### src/rtl/hack_pkg.sv
// Shared types and constants for the Hack multiply coprocessor.
// Holds the FSM state encoding and the ALU control words used by the sequencer.
package hack_pkg;

  localparam int WORD = 16;

  typedef enum logic [1:0] {
    IDLE = 2'd0,
    ADD  = 2'd1,
    DBL  = 2'd2,
    DONE = 2'd3
  } state_t;

  localparam logic [5:0] ALU_ADD   = 6'b000010;
  localparam logic [5:0] ALU_PASSX = 6'b001010;
  localparam logic [5:0] ALU_NOP   = 6'b000000;

endpackage

### src/rtl/hack_mul_seq_alu.sv
// Hack ALU: zx nx zy ny f no control, combinational.
// Control bit order is ctl[5:0] = {zx, nx, zy, ny, f, no}.
module hack_mul_seq_alu
  import hack_pkg::*;
(
  input  logic [WORD-1:0] x,
  input  logic [WORD-1:0] y,
  input  logic [5:0]      ctl,
  output logic [WORD-1:0] out,
  output logic            zr,
  output logic            ng
);

  logic [WORD-1:0] xz, xn, yz, yn, fo;

  always_comb begin
    xz  = ctl[5] ? '0 : x;
    xn  = ctl[4] ? ~xz : xz;
    yz  = ctl[3] ? '0 : y;
    yn  = ctl[2] ? ~yz : yz;
    fo  = ctl[1] ? (xn + yn) : (xn & yn);
    out = ctl[0] ? ~fo : fo;
  end

  assign zr = (out == '0);
  assign ng = out[WORD-1];

endmodule

### src/rtl/hack_mul_seq.sv
// Shift-and-add 16x16 multiplier sequencing one shared Hack ALU.
// Fixed 33-edge latency from accepted start to the done cycle.
module hack_mul_seq
  import hack_pkg::*;
#(
  parameter int WIDTH = 16,
  parameter int STEPS = 16
) (
  input  logic             clk,
  input  logic             reset,
  input  logic             start,
  input  logic [WIDTH-1:0] a,
  input  logic [WIDTH-1:0] b,
  output logic             ready,
  output logic             busy,
  output logic             done,
  output logic [WIDTH-1:0] product,
  output logic             zr,
  output logic             ng
);

  state_t           state;
  logic [WIDTH-1:0] acc, mcand, mplier;
  logic [3:0]       count;

  logic [WIDTH-1:0] alu_x, alu_y, alu_out;
  logic [5:0]       alu_ctl;
  logic             unused_zr, unused_ng;

  // ADD accumulates (or passes acc through); DBL doubles mcand.
  always_comb begin
    alu_x   = acc;
    alu_y   = mcand;
    alu_ctl = ALU_NOP;
    unique case (state)
      ADD: alu_ctl = mplier[0] ? ALU_ADD : ALU_PASSX;
      DBL: begin
        alu_x   = mcand;
        alu_ctl = ALU_ADD;
      end
      default: alu_ctl = ALU_NOP;
    endcase
  end

  hack_mul_seq_alu u_alu (
    .x   (alu_x),
    .y   (alu_y),
    .ctl (alu_ctl),
    .out (alu_out),
    .zr  (unused_zr),
    .ng  (unused_ng)
  );

  always_ff @(posedge clk) begin
    if (reset) begin
      state  <= IDLE;
      acc    <= '0;
      mcand  <= '0;
      mplier <= '0;
      count  <= '0;
    end else begin
      unique case (state)
        IDLE: begin
          if (start) begin
            acc    <= '0;
            mcand  <= a;
            mplier <= b;
            count  <= '0;
            state  <= ADD;
          end
        end
        ADD: begin
          acc   <= alu_out;
          state <= DBL;
        end
        DBL: begin
          mcand  <= alu_out;
          mplier <= mplier >> 1;
          if (count == 4'(STEPS - 1)) begin
            state <= DONE;
          end else begin
            count <= count + 4'd1;
            state <= ADD;
          end
        end
        DONE: state <= IDLE;
        default: state <= IDLE;
      endcase
    end
  end

  assign ready   = (state == IDLE);
  assign busy    = (state == ADD) || (state == DBL);
  assign done    = (state == DONE);
  assign product = acc;
  assign zr      = (acc == '0);
  assign ng      = acc[WIDTH-1];

endmodule

### config.mk
export PLATFORM = sky130hd
export DESIGN_NAME = hack_mul_seq
export DESIGN_NICKNAME = d
export VERILOG_FILES = /design/src/rtl/hack_pkg.sv /design/src/rtl/hack_mul_seq_alu.sv /design/src/rtl/hack_mul_seq.sv
export SDC_FILE = /design/constraint.sdc
export NUM_CORES = 1
export LEC_CHECK = 0
export ABC_CLOCK_PERIOD_IN_PS = 3700
export BUFFER_PORTS_ARGS = -buffer_cell sky130_fd_sc_hd__buf_2
export CELL_PAD_IN_SITES_DETAIL_PLACEMENT = 1
export CELL_PAD_IN_SITES_GLOBAL_PLACEMENT = 1
export CORE_AREA = 8 8 107 109
export DETAILED_ROUTE_END_ITERATION = 6
export DIE_AREA = 0 0 115 117
export GPL_ROUTABILITY_DRIVEN = 0
export PLACE_DENSITY_LB_ADDON = 0.1
export SYNTH_ARGS = -nofsm -noshare
export SYNTH_HDL_FRONTEND = slang
export SYNTH_SLANG_ARGS = --single-unit
### constraint.sdc
create_clock -name clk -period 3.7 [get_ports clk]
set_input_delay 0.555 -clock clk [delete_from_list [all_inputs] [get_ports clk]]
set_output_delay 0.555 -clock clk [all_outputs]
set_load 0.01 [all_outputs]
==> metrics.cfg, run 1 <==
[detailed_routing]
drc_errors=0
drtIter0Drc=149
drt.antenna.violating_nets=0
vias_per_cell=5.73
finalWirelength_mm=12.5
drt-pass1-iter-count=6
wl_per_cell_um=19.8
vias=3617

[setup_path]
timing.setup.critical_path_class=reg2reg
crit_path_max_incr_delay_ns=0.47
crit_path_start=state[0]
critical_path_sink_type=flip-flop
critPathMaxFanout=14
path_buf_inv=2
timing.rr.start=state[0]
cp_cell_sequence=inv_1 -> ha_1 -> nand3b_1 -> buf_4 -> and2_1 -> fa_1 -> a21o_1 -> a221o_2 -> o211ai_1 -> xor2_1 -> a211o_1 -> a211oi_1
setup.worst_path.start_class=flip-flop
req_time_crit_path_ns=3.95
timing.critical_path.arrival_ns=3.59
path_delay_family=compound AO/OA/AOI/OAI gates
timing.critical_path.slowest_stage_cell=fa_1

[die]
die-area_um2=13500
coreArea_um2=9910
die_w_um=115
ioPinCount=56
rows=37
die_height_um=117
floorplan.initialDensity_pct=37.8

[synth]
most_common_flop_cell_mapped_by_yosys=dfxtp_1
yosys_warnings=0
synth.cell_area_um2=3740
mappedNetlistNets=508
synthArstFlopShare_pct=0
seq_area_frac_synth_pct=28.9
synth_cells=450
synth_edf_count=0
postSynthAreaPerCell_um2=8.31
synth_seq_cells=54
post_synth_num_cell_types=63

[sta]
timing.max_slew.rel_slack_pct=56.7
final.setup_skew_ns=0.0188
worst_slack_ns=0.360
max_freq_ghz=0.299
layout_worst_path_cycle_share_pct=90.3
final-hold-violation-count=0
maxSlewViolCount=0
tightestPinTransition_ns=0.649
setup-tns-final_ns=0
final_period_minus_worst_setup_slack_ns=3.34
grt_setup_unrepaired=no
finalSetupViolations=0

[finish]
design_area_um2=4270
post_layout_instance_count_excluding_filler_cells=631
synthToLayoutAreaGrowth_pct=14.1
filler_cell_count=1247
num-nets-final=553
post_route_cells_drive_above_1_share_pct=20.6
n_antenna_cell=0

[clock_tree]
h_tree_level_count=2
insertion_delay_ns=0.33
buffer_type_at_the_clock_tree_root=clkbuf_8
holdBufCountCts=0
cts.reportedPaths.clkPinSlew_ns=0.11
tritoncts=yes
buffer_levels_on_the_longest_clock_path=2
clock_buffers_created_by_tritoncts=5
post_cts.resized_instances=0
clock_sinks=54
cts_setup_buffers=0

[status]
run_status=completed

[global_routing]
grt.busiest_layer=met2
grtUsageMet2_pct=32.4
global_route.usage.met1_pct=24.1
wire_length_of_the_first_global_routing_pass_mm=20.2
pin_count_of_the_biggest_net_entering_global_routing=35
total_routing_resource_utilization_after_global_routing_pct=19.1
overflow=0
grt_util_met3_pct=3.59
grt_antenna_before_repair=0
first_global_vias=3829

[pwr]
ir_drop_uv=162
p_clk_share_pct=21.6
power_leakage_nw=1.81
power.switching_mw=0.771
power_report.internal_total_mw=1.17
sequentialPowerShare_pct=37.5
power.density_nw_per_um2=454
netSwitchingFraction_pct=39.8
combinationalPowerShare_pct=41.0

[job]
timing.max_cap.violations=0

[placed_design]
place_area_um2=4160
dpl.hpwl_mm=9.22
dp_worst_setup_slack_ns=0.376
place.detailed.instances=624
io_buffer_count=55

[min_path]
hold_path_startpoint=b[15]
hp-class=in2reg

==> layer usage <==
metal	part of all wire [%]	routed length, um	up-vias
li1	-	-	1769
met1	48	5970	1771
met2	47	5840	63
met3	4.0	498	14
met4	1.5	191	0
met5	0	0	-
==> worst min-delay path, delay by kind of cell <==
kind	cells	cell delay (ns)
AND/OR/NAND/NOR	1	0.08
buffers and inverters	1	0.07
AO/OA/AOI/OAI	1	0.05
==> power groups by stage <==
| stage | clock [mW] | combinational [mW] | sequential [mW] |
|---|---|---|---|
| after floorplan | 0 | 0.555 | 0.721 |
| after global placement | 0 | 0.765 | 0.735 |
| after detailed placement | 0 | 0.789 | 0.740 |
| after CTS | 0.437 | 0.794 | 0.726 |
| after global routing | 0.451 | 0.879 | 0.737 |
| final | 0.418 | 0.793 | 0.726 |
==> cells by family after synthesis <==
family                   synth area share [%]
multiplexers                             11.5
adder cells (fa/ha/maj)                  7.89
AO/OA/AOI/OAI                            26.3
buffers and inverters                    4.18
flip-flops                               28.9
XOR/XNOR                                 2.58
AND/OR/NAND/NOR                          18.6
==> cell type report <==
class / instances / area (um2) / share of cell area, %
timing repair buffer: 65 / 363 / 8.50
sequential: 54 / 1080 / 25.3
multi-input combinational: 359 / 2510 / 58.8
inverter: 10 / 37.5 / 0.880
clock inverter: 2 / 38.8 / 0.909
tap: 136 / 170 / 3.99
clock buffer: 5 / 68.8 / 1.61
==> synthesized netlist by cell type (all sizes together) (7+ instances only) <==
master | n | area, um2
o21ai | 24 | 120
clkbuf | 16 | 70.1
a21oi | 29 | 149
and2 | 17 | 106
mux2 | 17 | 191
ha | 22 | 275
nand2 | 21 | 78.8
dfxtp | 54 | 1080
inv | 10 | 37.5
a211o | 7 | 61.3
xnor2 | 8 | 70.1
nand3 | 10 | 50.1
buf | 11 | 48.8
a21o | 10 | 76.3
a211oi | 21 | 163
nor2 | 59 | 221
mux2i | 24 | 240
a22oi | 9 | 67.6
==> placed cells by master, fill, tap and decap left out, types with 7 or more instances in the layout <==
cell	synthesis	routed
a211o_1	7	7
a211oi_1	20	20
a21o_1	9	9
a21oi_1	28	28
a22oi_1	9	9
and2_1	17	17
buf_2	3	55
buf_4	1	9
dfxtp_1	54	54
ha_1	22	21
inv_1	10	10
mux2_2	17	17
mux2i_1	24	24
nand2_1	21	21
nand3_1	10	10
nor2_1	59	58
o21ai_0	21	21
xnor2_1	8	8
==> stage by stage <==
step | power [mW] | hold slack, ns | utilization [%]
after floorplan | 1.28 | 0.433 | -
after CTS | 1.96 | 0.454 | 43.1
final | 1.94 | 0.462 | 43.1
after global placement | 1.50 | 0.454 | 42.0
after global routing | 2.07 | 0.485 | 43.1
after detailed placement | 1.53 | 0.468 | 42.0
==> worst paths after layout <==
| check | end | slack, ns | cells after the start |
|---|---|---|---|
| worst max register to register | alu_y[12] | 0.36 | 12 |
| worst min register to register | alu_y[4] | 0.48 | 2 |
| worst min-delay path | mplier[15] | 0.46 | 3 |
| worst max-delay path | alu_y[12] | 0.36 | 12 |
==> sequential cells by signal, summed over array words and instances, names as in the netlist <==
| name | count |
|---|---|
| count | 4 |
| product | 16 |
| state | 2 |
| alu_y | 16 |
| mplier | 16 |
(Power assumes the default switching activity.)
==> run 2: changes to the inputs <==
--- a/config.mk
+++ b/config.mk
@@ -14,6 +14,7 @@
 export DIE_AREA = 0 0 115 117
 export GPL_ROUTABILITY_DRIVEN = 0
 export PLACE_DENSITY_LB_ADDON = 0.1
+export REMOVE_ABC_BUFFERS = 1
 export SYNTH_ARGS = -nofsm -noshare
 export SYNTH_HDL_FRONTEND = slang
 export SYNTH_SLANG_ARGS = --single-unit
==> metrics.cfg, run 2 (synthesis gave the netlist of run 1 again) <==
[setup_path]
crit_path_max_incr_delay_ns=0.44  ; -0.03 ns
timing.critical_path.arrival_ns=3.66  ; +0.07 ns
timing.critical_path.slowest_stage_cell=fa_1
timing.setup.critical_path_class=reg2reg
timing.reg2reg.setup_slack_ns=0.27  ; -0.09 ns
timing.rr.start=state[0]
critical_path_sink_type=flip-flop
req_time_crit_path_ns=3.93  ; -0.02 ns
r2r.worst_path.cells=11  ; -1
critPathMaxFanout=26  ; +12
cp_cell_sequence=inv_1 -> ha_2 -> buf_12 -> mux2_2 -> fa_1 -> a21o_1 -> a221o_2 -> o211ai_1 -> xor2_1 -> a211o_1 -> a211oi_1
setup.worst_path.start_class=flip-flop
regToRegEndpoint=alu_y[12]

[finish]
layout.cells.most_common=nor2_1
design_area_um2=4290  ; +0.62%
post_layout_instance_count_excluding_filler_cells=635  ; +0.63%
post_route_cells_drive_above_1_share_pct=21.0  ; +0.44 points
n_antenna_cell=0  ; unchanged
layout.cells.most_common_list=58 x nor2_1, 55 x buf_2, 54 x dfxtp_1
num-nets-final=556  ; +0.54%
synthToLayoutAreaGrowth_pct=14.8

[sta]
max_freq_ghz=0.291  ; -2.7%
grt_setup_unrepaired=no
tightestPinTransition_ns=0.776  ; +0.127 ns
timing.max_slew.rel_slack_pct=46.8  ; -10 points
final_period_minus_worst_setup_slack_ns=3.43  ; +0.0929 ns
timing.hold.ws_ns=0.475  ; +0.0134 ns
maxSlewViolCount=0  ; unchanged
setup-tns-final_ns=0  ; unchanged
finalSetupViolations=0  ; unchanged
final.setup_skew_ns=0.00963  ; -0.00922 ns
final-hold-violation-count=0  ; unchanged
layout_worst_path_cycle_share_pct=92.8  ; +2.5 points

[clock_tree]
buffer_levels_on_the_longest_clock_path=2  ; unchanged
h_tree_level_count=2  ; unchanged
holdBufCountCts=0  ; unchanged
clock_buffers_created_by_tritoncts=5  ; unchanged
cts.reportedPaths.clkPinSlew_ns=0.11  ; about the same
clock_sinks=54  ; unchanged
insertion_delay_ns=0.32  ; about the same
buffer_type_at_the_clock_tree_root=clkbuf_8
tritoncts=yes

[min_path]
min_path_cells=2  ; -1
hp-class=reg2reg
min_delay_worst_endpoint=alu_y[5]
hold_path_startpoint=alu_y[5]

[pwr]
combinationalPowerShare_pct=40.6  ; -0.4 points
power.density_nw_per_um2=450  ; -0.94%
power.switching_mw=0.762  ; -1.2%
power_report.internal_total_mw=1.17  ; +0.27%
p_clk_share_pct=21.8  ; +0.2 points
netSwitchingFraction_pct=39.5  ; -0.36 points
ir_drop_uv=182  ; +12%
sequentialPowerShare_pct=37.6  ; about the same
power_leakage_nw=1.82  ; +0.65%

[detailed_routing]
vias_per_cell=5.69  ; -0.66%
drt.antenna.violating_nets=0  ; unchanged
wl_per_cell_um=19.0  ; -4.0%
finalWirelength_mm=12.1  ; -3.4%
drt-pass1-iter-count=4  ; -2
drc_errors=0  ; unchanged
vias=3616  ; -0.028%
drtIter0Drc=213  ; +43%

[die]
ioPinCount=56  ; unchanged
rows=37  ; unchanged
coreArea_um2=9910  ; unchanged
die-area_um2=13500  ; unchanged
die_w_um=115  ; unchanged
die_height_um=117  ; unchanged
floorplan.initialDensity_pct=37.8  ; unchanged

[placed_design]
io_buffer_count=55  ; unchanged
place_area_um2=4170  ; +0.18%
dpl.hpwl_mm=8.92  ; -3.3%
place.detailed.instances=625  ; +0.16%

[global_routing]
pin_count_of_the_biggest_net_entering_global_routing=50  ; +43%
overflow=0  ; unchanged
total_routing_resource_utilization_after_global_routing_pct=18.7  ; -0.42 points
wire_length_of_the_first_global_routing_pass_mm=19.9  ; -1.3%
first_global_vias=3849  ; +0.52%
grt_antenna_before_repair=0  ; unchanged

[status]
run_status=completed

[job]
timing.max_cap.violations=0  ; unchanged

-- run 2: layout make-up --
class                   instances  area [um2]
clock buffers                   6        72.6
clock inverters                 2        37.5
fillers                      1215        5610
inverters                      10        37.5
multi-input cells             359        2510
flip-flops and latches         54        1080
well taps                     136         170
repair buffers                 68         385
-- run 2: stage by stage --
step	worst slack (ns)	util, %	total power [mW]
5_1_grt	0.0199	43.3	2.07
3_5_place_dp	0.187	42.1	1.52
4_1_cts	0.125	43.2	1.95
3_3_place_gp	0.344	42.1	1.50
6_report	0.267	43.3	1.93
2_1_floorplan	-0.689	-	1.26
-- run 2: per-layer routing --
| layer | vias to the layer above | track usage, % | wire length [um] |
|---|---|---|---|
| li1 | 1763 | - | - |
| met1 | 1787 | 24.3 | 5790 |
| met2 | 55 | 31.8 | 5710 |
| met3 | 11 | 2.77 | 435 |
| met4 | 0 | 4.29 | 150 |
| met5 | - | 0 | 0 |
-- run 2: what timing repair did --
item	in CTS	in global routing
setup endpoints to repair	0	2
buffers inserted	0	2
resized for setup	0	1
-- run 2: critical path: cells and delay by family (launching register included) --
family / cells / cell delay [ns]
DFF: 1 / 0.36
AOI/OAI and AO/OA: 5 / 1.31
muxes: 1 / 0.39
xor gates and xnor gates: 1 / 0.12
buffers and inverters: 2 / 0.35
adders and majority gates: 2 / 0.80
-- run 2: power groups by stage --
| stage | Combinational [mW] | Clock (mW) | Sequential [mW] |
|---|---|---|---|
| final | 0.783 | 0.422 | 0.726 |
| after global routing | 0.872 | 0.461 | 0.738 |
| after CTS | 0.785 | 0.441 | 0.726 |
| after detailed placement | 0.781 | 0 | 0.739 |
| after global placement | 0.765 | 0 | 0.737 |
| after floorplan | 0.538 | 0 | 0.722 |
-- run 2: how the worst max path moves through the flow --
stage | from | end | slack [ns]
after floorplan | state[0] | alu_y[14] | -0.69
after global placement | state[0] | alu_y[14] | 0.34
after detailed placement | state[0] | alu_y[12] | 0.19
after CTS | state[0] | alu_y[12] | 0.12
after global routing | state[0] | alu_y[12] | 0.02
final | state[0] | alu_y[12] | 0.27
